## src/rtl/float_to_int.sv

```systemverilog
// Multi-cycle IEEE 754 single-precision to signed 32-bit integer converter.
// Truncates toward zero, saturates out-of-range and infinite inputs, flags NaN.
module float_to_int #(
   parameter int unsigned EXP_BIAS = 127
) (
   input  logic        clk,
   input  logic        rst,
   input  logic        start,
   input  logic        ack,
   input  logic [31:0] fl_in,
   output logic [31:0] res,
   output logic        done,
   output logic        busy,
   output logic        ovf,
   output logic        nv
);

   typedef enum logic [4:0] {
      StStart    = 5'b00001,
      StClassify = 5'b00010,
      StShift    = 5'b00100,
      StSign     = 5'b01000,
      StDone     = 5'b10000
   } state_e;

   localparam logic [7:0] Bias      = 8'(EXP_BIAS);
   localparam logic [7:0] ShiftZero = Bias + 8'd23;  // exponent where mantissa LSB has weight 1
   localparam logic [7:0] SatExp    = Bias + 8'd31;  // smallest exponent that cannot fit
   localparam logic [7:0] ExpMax    = 8'hff;

   state_e      state_q, state_d;
   logic        sign_q, sign_d;
   logic [7:0]  exp_q, exp_d;
   logic [22:0] frac_q, frac_d;
   logic [31:0] mag_q, mag_d;
   logic [7:0]  cnt_q, cnt_d;
   logic        left_q, left_d;
   logic [31:0] res_q, res_d;
   logic        ovf_q, ovf_d;
   logic        nv_q, nv_d;

   always_comb begin
      state_d = state_q;
      sign_d  = sign_q;
      exp_d   = exp_q;
      frac_d  = frac_q;
      mag_d   = mag_q;
      cnt_d   = cnt_q;
      left_d  = left_q;
      res_d   = res_q;
      ovf_d   = ovf_q;
      nv_d    = nv_q;
      unique case (state_q)
         StStart: begin
            if (start) begin
               sign_d  = fl_in[31];
               exp_d   = fl_in[30:23];
               frac_d  = fl_in[22:0];
               ovf_d   = 1'b0;
               nv_d    = 1'b0;
               state_d = StClassify;
            end
         end
         StClassify: begin
            if (exp_q == ExpMax && frac_q != 23'd0) begin
               res_d   = 32'h8000_0000;
               nv_d    = 1'b1;
               state_d = StDone;
            end else if (exp_q == ExpMax || exp_q >= SatExp) begin
               // -2^31 is the one value at SatExp that is still representable
               if (sign_q && exp_q == SatExp && frac_q == 23'd0) begin
                  res_d = 32'h8000_0000;
               end else begin
                  res_d = sign_q ? 32'h8000_0000 : 32'h7fff_ffff;
                  ovf_d = 1'b1;
               end
               state_d = StDone;
            end else if (exp_q < Bias) begin
               res_d   = 32'd0;
               state_d = StDone;
            end else begin
               mag_d  = {8'd0, 1'b1, frac_q};
               left_d = exp_q > ShiftZero;
               cnt_d  = (exp_q > ShiftZero) ? (exp_q - ShiftZero) : (ShiftZero - exp_q);
               state_d = (exp_q == ShiftZero) ? StSign : StShift;
            end
         end
         StShift: begin
            mag_d = left_q ? (mag_q << 1) : (mag_q >> 1);
            if (cnt_q == 8'd1) begin
               state_d = StSign;
            end else begin
               cnt_d = cnt_q - 8'd1;
            end
         end
         StSign: begin
            res_d   = sign_q ? (~mag_q + 32'd1) : mag_q;
            state_d = StDone;
         end
         StDone: begin
            if (ack) begin
               state_d = StStart;
            end
         end
         default: state_d = StStart;
      endcase
   end

   always_ff @(posedge clk) begin
      if (rst) begin
         state_q <= StStart;
         sign_q  <= 1'b0;
         exp_q   <= 8'd0;
         frac_q  <= 23'd0;
         mag_q   <= 32'd0;
         cnt_q   <= 8'd0;
         left_q  <= 1'b0;
         res_q   <= 32'd0;
         ovf_q   <= 1'b0;
         nv_q    <= 1'b0;
      end else begin
         state_q <= state_d;
         sign_q  <= sign_d;
         exp_q   <= exp_d;
         frac_q  <= frac_d;
         mag_q   <= mag_d;
         cnt_q   <= cnt_d;
         left_q  <= left_d;
         res_q   <= res_d;
         ovf_q   <= ovf_d;
         nv_q    <= nv_d;
      end
   end

   assign res  = res_q;
   assign ovf  = ovf_q;
   assign nv   = nv_q;
   assign done = (state_q == StDone);
   assign busy = (state_q != StStart);

endmodule

```

## config.mk

```make
export PLATFORM = sky130hd
export DESIGN_NAME = float_to_int
export DESIGN_NICKNAME = d
export VERILOG_FILES = /design/src/rtl/float_to_int.sv
export SDC_FILE = /design/constraint.sdc
export NUM_CORES = 1
export LEC_CHECK = 0
export ABC_AREA = 1
export BUFFER_PORTS_ARGS = -buffer_cell sky130_fd_sc_hd__buf_2
export CORE_MARGIN = 2
export CORE_UTILIZATION = 38
export CTS_BUF_LIST = sky130_fd_sc_hd__clkbuf_8
export DETAILED_ROUTE_END_ITERATION = 6
export PLACE_DENSITY = 0.68
export SLEW_MARGIN = 20
export SYNTH_ARGS = -nofsm -noshare
export SYNTH_HDL_FRONTEND = slang
export SYNTH_SLANG_ARGS = --single-unit
```

## constraint.sdc

```tcl
create_clock -name clk -period 2.4 [get_ports clk]
set_input_delay 0.48 -clock clk [delete_from_list [all_inputs] [get_ports clk]]
set_output_delay 0.48 -clock clk [all_outputs]
set_load 0.05 [all_outputs]
```

==> flow_summary_export.csv, run 1 <==
group,metric,value,unit
detailed_routing,initialDrtViolationCount,640,
detailed_routing,drt-total-wl,16.6,mm
cts,root_buffer,"sky130_fd_sc_hd__clkbuf_8",
power_and_ir_drop,worst_ir_drop_vdd,0.330,mV
detailed_routing,routed-via-count,6201,
cts,worst_setup_hold_path_clk_slew,100,ps
floorplan,boundaryPins,72,
yosys,syn-mean-instance-area,6.44,sq um
cts,cts-buffers-inserted,9,
power_and_ir_drop,clock_power_share,28.4,%
yosys,fraction_of_the_yosys_area_taken_by_sequential_cells,35.6,%
worst_setup_path,worst_setup_path_end_kind,"output pin",
grt,global_route_wire_length_before_repair,28.2,mm
grt,grt_overflow,0,
power_and_ir_drop,power_switching_share,33.2,%
placed_design,hpwl_after_detailed_placement,12.2,mm
detailed_routing,drt_pass1_iterations,6,
power_and_ir_drop,power.combinational.fraction,22.9,%
yosys,synth.mux.area_fraction,0,%
worst_setup_path,timing_worst_setup_path_type,"reg -> out",
detailed_routing,viasPerCell,4.98,
power_and_ir_drop,p_int,2810,uW
detailed_routing,routed_wire_length_per_instance,13.3,um
placed_design,placement.cell_area,6830,sq um
power_and_ir_drop,power-per-cell-area,598,nW/um^2
floorplan,core.rowCount,47,
final_layout,final-seq-area,2240,sq um
timing,hold_viol_final,0,
yosys,synth_largest_area_cell,"sky130_fd_sc_hd__dfxtp_1",
yosys,number_of_warnings_issued_by_yosys,0,
timing,minimum_period_implied_by_the_final_worst_setup_slack,2010,ps
yosys,postSynthNetCount,1021,
yosys,synthDominantCellAreaShare,35.6,%
grt,grt_util_all_layers,19.3,%
grt,pin_count_of_the_biggest_net_entering_global_routing,69,
timing,endpoints_failing_setup,0,
power_and_ir_drop,seq_power_share,48.7,%
final_layout,post-route-util,42.9,%
cts,cts_num_sinks,112,
yosys,mappedNetlistArea,6300,sq um
final_layout,finish.instance_area,7040,sq um
final_layout,antenna_cells,0,
cts,clock_insertion_delay_worst_skew,390,ps
timing,fin_skew,8.53,ps
status,run_status,"complete, no violations",
cts,htreeDepth,3,
timing,timing.final.max_slew_violations,0,
worst_setup_path,crit_path_start_kind,"register",
worst_setup_path,worst_ep_required_time,1920,ps
floorplan,floorplan.die.width,133,um
yosys,async_reset_ff_share,0,%
floorplan,coreArea,16400,sq um
yosys,synthAdderAreaFrac,1.39,%
final_layout,design.final.nets,1065,
yosys,synth-simple-area-share,28.0,%
final_layout,post_route_cells_drive_above_1_share,13.4,%
min_path,holdCritPathClass,"in -> reg",
timing,timing.fmax,499,MHz
timing,max_slew_margin,63.6,%
cts,cts_tree,"built",
yosys,synth_cell_types,32,
grt,antenna_found_initial,0,
cts,clock_path_buffers,2,
yosys,synth_top_family_by_area,"simple AND/OR/NAND/NOR gates",
placed_design,port-buffer-count,71,
final_layout,fillerInstances,1800,
yosys,yosys-top-cells-area,"sky130_fd_sc_hd__dfxtp_1, sky130_fd_sc_hd__nand2_1, sky130_fd_sc_hd__o21ai_0",
timing,worst-slew-pin-transition,540,ps
power_and_ir_drop,leakagePower,0.00312,uW
yosys,share_of_the_synthesized_area_in_compound_gates_ao_oa_aoi_oai,24.1,%
yosys,synth_enable_flop_cells,0,
cts,cts_hold_repair.buffers,0,
detailed_routing,residual_drc_count,0,
grt,via_count_of_the_first_global_routing_pass,5631,
yosys,yosysMostFrequentCell,"sky130_fd_sc_hd__nand2_1",
cts,post-cts-setup-buffers,0,
cts,ctsResizeCount,0,
worst_setup_path,critPathArrivalTime,1530,ps
timing,rsz0062_at_grt,"no",
final_layout,synthToLayoutAreaGrowth,11.7,%
power_and_ir_drop,totalPowerFinal,4210,uW
yosys,synth_commonest_cells,"sky130_fd_sc_hd__nand2_1, sky130_fd_sc_hd__o21ai_0, sky130_fd_sc_hd__dfxtp_1",
timing,setup-tns-final,0,ps
worst_setup_path,worst-path-max-fanout,5,
floorplan,design.die.area,17600,sq um
floorplan,die_h,133,um
yosys,synth.ff_latch_count,112,
yosys,synth-main-ff-cell,"sky130_fd_sc_hd__dfxtp_1",
power_and_ir_drop,p_sw,1400,uW
placed_design,rd_place_congestion,0.898,
yosys,number_of_instances_in_the_synthesized_netlist,978,
flow_run,drv.max_cap_violation_count,0,
final_layout,multiInputGateArea,3440,sq um
yosys,synthesized_area_fraction_occupied_by_xor_and_xnor_cells,1.11,%
floorplan,start_util,38.4,%
timing,holdWs,357,ps
detailed_routing,drt.antenna.violating_nets,0,
timing,finalCritPeriodShare,83.5,%
## power by group through the flow
stage | registers [uW] | logic, uW | clock network [uW]
6_report | 2050 | 965 | 1190
5_1_grt | 2070 | 1110 | 1290
4_1_cts | 2050 | 963 | 1220
3_5_place_dp | 2090 | 959 | 0
3_3_place_gp | 2090 | 952 | 0
2_1_floorplan | 2150 | 664 | 0
## layer usage
layer | GRT usage (%) | wire length (um) | up-vias
met5 | 0 | 0 | -
met4 | 5.38 | 248 | 0
met3 | 2.80 | 742 | 18
met2 | 27.3 | 6700 | 142
met1 | 30.1 | 8920 | 2722
li1 | - | - | 3319
## logic make-up (layout without fill, tap and decap cells)
group                    after synthesis  count (layout)
AO/OA/AOI/OAI                        290             290
XOR/XNOR                               8               8
adder cells (fa/ha/maj)                7               7
buffers and inverters                152             200
flip-flops                           112             112
AND/OR/NAND/NOR                      409             409
## state kept, by name (all words and copies together), names as in the netlist
name     count
exp_q        8
cnt_q        8
state_q      5
sign_q       1
ovf          1
left_q       1
frac_q      23
nv           1
res         32
mag_q       32
## cell type report
| class | count | share of cell area [%] |
|---|---|---|
| inverters | 102 | 5.48 |
| repair buffers | 83 | 6.86 |
| flip-flops and latches | 112 | 31.9 |
| multi-input cells | 714 | 49.0 |
| clock inverters | 4 | 0.765 |
| clock buffers | 11 | 2.15 |
| well taps | 220 | 3.91 |
## worst max-delay path, cell delays in order, from the launching register on
cell	delay, ps
sky130_fd_sc_hd__dfxtp_1	410
sky130_fd_sc_hd__nor4_2	400
sky130_fd_sc_hd__buf_2	330
## metrics by stage
stage / cells / setup slack, ps
2_1_floorplan: 978 / 422
3_3_place_gp: 1231 / 512
3_5_place_dp: 1231 / 448
4_1_cts: 1246 / 358
5_1_grt: 1246 / 154
6_report: 1246 / 395
## cell usage in the layout, fill, tap and decap left out
master                       count
sky130_fd_sc_hd__a211oi_1        2
sky130_fd_sc_hd__a21oi_1       102
sky130_fd_sc_hd__a21oi_2        10
sky130_fd_sc_hd__a31oi_1         2
sky130_fd_sc_hd__buf_12          3
sky130_fd_sc_hd__buf_2          71
sky130_fd_sc_hd__buf_4           9
sky130_fd_sc_hd__bufinv_16       1
sky130_fd_sc_hd__clkbuf_8       11
sky130_fd_sc_hd__clkinv_4        1
sky130_fd_sc_hd__clkinvlp_4      2
sky130_fd_sc_hd__dfxtp_1       112
sky130_fd_sc_hd__ha_1            7
sky130_fd_sc_hd__inv_1          90
sky130_fd_sc_hd__inv_2          11
sky130_fd_sc_hd__inv_4           1
sky130_fd_sc_hd__nand2_1       207
sky130_fd_sc_hd__nand2_2         6
sky130_fd_sc_hd__nand2_4         4
sky130_fd_sc_hd__nand3_1        78
sky130_fd_sc_hd__nand3b_1        1
sky130_fd_sc_hd__nand4_1        14
sky130_fd_sc_hd__nand4_2         1
sky130_fd_sc_hd__nor2_1         89
sky130_fd_sc_hd__nor2_2          3
sky130_fd_sc_hd__nor3_1          3
sky130_fd_sc_hd__nor3_4          2
sky130_fd_sc_hd__nor4_2          1
sky130_fd_sc_hd__o211ai_1        7
sky130_fd_sc_hd__o21ai_0       147
sky130_fd_sc_hd__o21ai_1        19
sky130_fd_sc_hd__o21bai_1        1
sky130_fd_sc_hd__xnor2_1         2
sky130_fd_sc_hd__xor2_1          6
## final timing paths
| kind | start | endpoint | slack (ps) | cells after the start |
|---|---|---|---|---|
| worst max-delay path | state_q[2] | done | 390 | 2 |
| worst min-delay path | fl_in[5] | frac_q[5] | 360 | 3 |
| worst max register to register | exp_q[0] | mag_q[19] | 390 | 12 |
| worst min register to register | ovf | ovf | 470 | 2 |
Power figures use the tool's default switching activity.
==> inputs of run 2 (changes only) <==
clock period = 2 ns   (was 2.4 ns; I/O delays follow)
==> flow_summary_export.csv, run 2 (synthesis gave the netlist of run 1 again) <==
group,metric,value,unit
status,run_status,"complete, no violations",
placed_design,rd_place_congestion,0.904,
detailed_routing,viasPerCell,5.03,
detailed_routing,drt_pass1_iterations,5,
timing,minimum_period_implied_by_the_final_worst_setup_slack,1860,ps
timing,worst-slew-pin-transition,510,ps
cts,cts-buffers-inserted,9,
final_layout,post-route-util,43.6,%
timing,endpoints_failing_setup,0,
worst_setup_path,crit_path_start_kind,"register",
placed_design,placement.cell_area,6970,sq um
timing,fin_skew,21.9,ps
final_layout,design.final.nets,1073,
worst_setup_path,critPathArrivalTime,1460,ps
floorplan,core.rowCount,47,
grt,antenna_found_initial,0,
grt,pin_count_of_the_biggest_net_entering_global_routing,69,
grt,grt_util_all_layers,19.1,%
worst_setup_path,timing_worst_setup_path_type,"reg -> out",
worst_setup_path,worst_setup_path_end_kind,"output pin",
final_layout,post_route_cells_drive_above_1_share,14.2,%
timing,rsz0062_at_grt,"no",
flow_run,drv.max_cap_violation_count,0,
cts,cts_num_sinks,112,
timing,max_slew_margin,65.6,%
detailed_routing,routed-via-count,6313,
cts,clock_insertion_delay_worst_skew,400,ps
final_layout,synthToLayoutAreaGrowth,13.5,%
grt,global_route_wire_length_before_repair,27.6,mm
floorplan,coreArea,16400,sq um
cts,worst_setup_hold_path_clk_slew,110,ps
cts,cts_tree,"built",
timing,timing.final.max_slew_violations,0,
detailed_routing,drt.antenna.violating_nets,0,
grt,grt_overflow,0,
floorplan,die_h,133,um
detailed_routing,drt-total-wl,16.4,mm
grt,via_count_of_the_first_global_routing_pass,5478,
timing,hold_viol_final,0,
placed_design,hpwl_after_detailed_placement,12.2,mm
final_layout,finish.instance_area,7150,sq um
min_path,holdCritPathClass,"in -> reg",
timing,finalCritPeriodShare,92.8,%
cts,root_buffer,"sky130_fd_sc_hd__clkbuf_8",
floorplan,start_util,38.4,%
final_layout,antenna_cells,0,
cts,clock_path_buffers,2,
power_and_ir_drop,worst_ir_drop_vdd,0.287,mV
worst_setup_path,worst_ep_required_time,1600,ps
detailed_routing,routed_wire_length_per_instance,13.1,um
detailed_routing,initialDrtViolationCount,461,
detailed_routing,residual_drc_count,0,
floorplan,boundaryPins,72,
placed_design,port-buffer-count,71,
timing,setup-tns-final,0,ps
final_layout,most-common-layout-cells,"sky130_fd_sc_hd__nand2_1, sky130_fd_sc_hd__o21ai_0, sky130_fd_sc_hd__dfxtp_1, sky130_fd_sc_hd__a21oi_1, sky130_fd_sc_hd__inv_1",
floorplan,floorplan.die.width,133,um
timing,timing.fmax,539,MHz
worst_setup_path,worst-path-max-fanout,5,
cts,cts_hold_repair.buffers,0,
power_and_ir_drop,power-per-cell-area,689,nW/um^2
final_layout,most_common_cell_after_layout_fill_and_taps_aside,"sky130_fd_sc_hd__nand2_1",
power_and_ir_drop,leakagePower,0.00319,uW
floorplan,design.die.area,17600,sq um
cts,htreeDepth,3,
run 2: final timing paths:
kind | startpoint | to | slack [ps] | cells after the start
setup / recovery | state_q[2] | done | 140 | 2
hold / removal | fl_in[13] | frac_q[13] | 260 | 3
setup reg to reg | exp_q[2] | cnt_q[3] | 210 | 10
hold reg to reg | ovf | ovf | 480 | 2
run 2: metrics by stage:
stage / hold slack [ps] / setup slack [ps] / std cells / total power (uW)
finish: 262 / 145 / 1255 / 4920
global placement: 455 / 196 / 1239 / 3690
global route: 278 / 8.76 / 1255 / 5220
detailed placement: 458 / 82.3 / 1239 / 3700
floorplan: 439 / 21.8 / 978 / 3380
CTS: 246 / 43.3 / 1255 / 4950
run 2: cell type report:
type                            instances  area [sq um]
Clock inverter                          7          46.3
Clock buffer                            9           124
Multi-Input combinational cell        714          3450
Fill cell                            1738          9260
Sequential cell                       112          2240
Timing Repair Buffer                   91           624
Inverter                              102           385
Tap cell                              220           275
run 2: critical path, cell delays in order, from the launching register on:
cell                      delay, ps
sky130_fd_sc_hd__dfxtp_1        400
sky130_fd_sc_hd__nor4_2         390
sky130_fd_sc_hd__buf_4          260
run 2: what timing repair did:
item / in CTS / in global routing
gates resized for setup: 0 / 6
buffers inserted: 0 / 0
endpoints found under the setup margin: 0 / 33
hold endpoints to repair: 0 / 0
run 2: layer usage:
| layer | up-vias | wire length (um) | GRT usage (%) |
|---|---|---|---|
| met5 | - | 0 | 0 |
| met4 | 0 | 265 | 6.57 |
| met3 | 16 | 943 | 2.95 |
| met2 | 179 | 6570 | 27.4 |
| met1 | 2785 | 8630 | 28.9 |
| li1 | 3333 | - | - |
run 2: report_power, final:
part | leakage [uW] | internal [uW] | switching [uW]
registers | 0.000913 | 2370 | 91.1
clock network | 0.0000983 | 459 | 807
logic | 0.00218 | 400 | 801
total | 0.00319 | 3230 | 1700
==> inputs of run 3 (changes only) <==
BUFFER_PORTS_ARGS = -buffer_cell sky130_fd_sc_hd__clkbuf_2   (was -buffer_cell sky130_fd_sc_hd__buf_2)
==> flow_summary_export.csv, run 3 (synthesis gave the netlist of run 1 again) <==
group,metric,value,unit
status,run_status,"complete, no violations",
cts,ctsResizeCount,0,
timing,max_slew_margin,64.4,%
final_layout,most-common-layout-cells,"sky130_fd_sc_hd__nand2_1, sky130_fd_sc_hd__o21ai_0, sky130_fd_sc_hd__dfxtp_1, sky130_fd_sc_hd__a21oi_1, sky130_fd_sc_hd__inv_1",
final_layout,antenna_cells,0,
detailed_routing,routed-via-count,6281,
floorplan,boundaryPins,72,
worst_setup_path,crit_path_start_kind,"register",
worst_setup_path,cpPeakStageDelay,360,ps
worst_setup_path,worst-path-max-fanout,3,
final_layout,most_common_cell_after_layout_fill_and_taps_aside,"sky130_fd_sc_hd__nand2_1",
worst_setup_path,worst-r2r-setup-slack,190,ps
worst_setup_path,cp_num_buf_inv,2,
worst_setup_path,critPathArrivalTime,1520,ps
timing,finalCritPeriodShare,96.1,%
power_and_ir_drop,leakagePower,0.00315,uW
grt,pin_count_of_the_biggest_net_entering_global_routing,69,
worst_setup_path,worstPathCellList,"nor2_2, inv_1, nor4_2, buf_2",
detailed_routing,initialDrtViolationCount,483,
power_and_ir_drop,p_int,3240,uW
detailed_routing,residual_drc_count,0,
detailed_routing,drt.antenna.violating_nets,0,
worst_setup_path,critical_path.reg2reg.startpoint,"exp_q[0]",
power_and_ir_drop,seq_power_share,49.2,%
cts,post-cts-setup-buffers,0,
cts,cts_tree,"built",
min_path,worstHoldEndpoint,"frac_q[13]",
timing,endpoints_failing_setup,0,
final_layout,finish.instance_area,7140,sq um
cts,clock_path_buffers,2,
detailed_routing,drt-total-wl,16.6,mm
worst_setup_path,worst_ep_required_time,1600,ps
worst_setup_path,worst_setup_path_end_kind,"output pin",
final_layout,layoutNonFillerInstCount,1256,
power_and_ir_drop,worst_ir_drop_vdd,0.345,mV
cts,clock_insertion_delay_worst_skew,410,ps
detailed_routing,drt_pass1_iterations,6,
power_and_ir_drop,p_sw,1760,uW
timing,setup-tns-final,0,ps
cts,cts-buffers-inserted,9,
power_and_ir_drop,power.combinational.fraction,23.9,%
grt,grt_util_all_layers,19.1,%
cts,root_buffer,"sky130_fd_sc_hd__clkbuf_8",
grt,antenna_found_initial,0,
worst_setup_path,worst_path_dominant_cell_family,"buffers and inverters",
worst_setup_path,crit_slowest_cell,"sky130_fd_sc_hd__dfxtp_1",
timing,fin_skew,13.1,ps
floorplan,floorplan.die.width,133,um
placed_design,port-buffer-count,71,
placed_design,place.detailed.instances,1240,
power_and_ir_drop,clock_power_share,27.0,%
floorplan,design.die.area,17600,sq um
placed_design,placement.cell_area,6950,sq um
timing,timing.fmax,520,MHz
timing,minimum_period_implied_by_the_final_worst_setup_slack,1920,ps
worst_setup_path,critical_path.reg2reg.endpoint,"res[14]",
final_layout,synthToLayoutAreaGrowth,13.4,%
detailed_routing,routed_wire_length_per_instance,13.2,um
timing,hold_viol_final,0,
cts,cts_num_sinks,112,
power_and_ir_drop,power_switching_share,35.3,%
cts,htreeDepth,3,
floorplan,start_util,38.4,%
worst_setup_path,timing_worst_setup_path_type,"reg -> out",
floorplan,coreArea,16400,sq um
placed_design,rd_place_congestion,0.863,
placed_design,hpwl_after_detailed_placement,12.4,mm
grt,via_count_of_the_first_global_routing_pass,5557,
timing,timing.final.max_slew_violations,0,
timing,rsz0062_at_grt,"no",
cts,cts_hold_repair.buffers,0,
min_path,holdCritPathClass,"in -> reg",
power_and_ir_drop,power-per-cell-area,700,nW/um^2
cts,worst_setup_hold_path_clk_slew,120,ps
grt,grt_overflow,0,
flow_run,drv.max_cap_violation_count,0,
min_path,hold_depth,3,
min_path,hold_start,"fl_in[13]",
timing,worst-slew-pin-transition,533,ps
grt,global_route_wire_length_before_repair,27.8,mm
final_layout,post_route_cells_drive_above_1_share,14.6,%
final_layout,design.final.nets,1074,
detailed_routing,viasPerCell,5.00,
worst_setup_path,worst_r2r_path_depth,13,
final_layout,post-route-util,43.5,%
floorplan,core.rowCount,47,
floorplan,die_h,133,um
-- run 3: cell types whose count changed in the layout (fill, tap and decap cells not counted) --
cell	change
sky130_fd_sc_hd__inv_8	+1
sky130_fd_sc_hd__dfxtp_1	-1
sky130_fd_sc_hd__buf_12	-2
sky130_fd_sc_hd__clkbuf_2	+70
sky130_fd_sc_hd__inv_1	-2
sky130_fd_sc_hd__dfxtp_2	+1
sky130_fd_sc_hd__clkinvlp_4	+1
sky130_fd_sc_hd__clkinv_4	+2
sky130_fd_sc_hd__inv_6	-1
sky130_fd_sc_hd__buf_4	+2
sky130_fd_sc_hd__clkinv_2	-1
sky130_fd_sc_hd__buf_2	-69
-- run 3: stage by stage --
| stage | hold WS, ps | total power, uW | setup slack [ps] |
|---|---|---|---|
| 2_1_floorplan | 439 | 3380 | 21.8 |
| 4_1_cts | 246 | 5030 | 4.12 |
| 3_5_place_dp | 452 | 3690 | 134 |
| 6_report | 262 | 5000 | 78.7 |
| 5_1_grt | 269 | 5290 | 9.98 |
| 3_3_place_gp | 456 | 3680 | 195 |
-- run 3: layout make-up --
class                      instances  area [sq um]
clock inverter                     7          61.3
sequential                       112          2250
inverter                         102           385
timing repair buffer              92           604
clock buffer                       9           124
fill                            1724          9260
multi-input combinational        714          3450
tap                              220           275
-- run 3: worst max-delay path by stage --
stage | startpoint | end | slack, ps | cells past startpoint
2_1_floorplan | state_q[2] | state_q[0] | 20 | 7
3_3_place_gp | exp_q[1] | res[0] | 200 | 14
3_5_place_dp | exp_q[0] | res[9] | 130 | 13
4_1_cts | state_q[1] | done | 4 | 4
5_1_grt | exp_q[0] | res[7] | 10 | 15
6_report | state_q[1] | done | 80 | 4
-- run 3: routing by layer --
metal,part of all wire (%),global-route usage (%)
met2,41,27.0
met1,52,29.1
met3,5.4,3.22
met4,1.8,6.81
met5,0,0
-- run 3: tightest hold or removal path, cell delays in order --
cell                       delay (ps)
sky130_fd_sc_hd__clkbuf_2          70
sky130_fd_sc_hd__o21ai_0           70
sky130_fd_sc_hd__a21oi_1          100
-- run 3: power groups by stage --
stage          Combinational, uW  Sequential (uW)  Clock (uW)
5_1_grt                     1360             2480        1450
6_report                    1190             2460        1350
2_1_floorplan                797             2580           0
3_5_place_dp                1180             2510           0
3_3_place_gp                1180             2500           0
4_1_cts                     1190             2460        1390
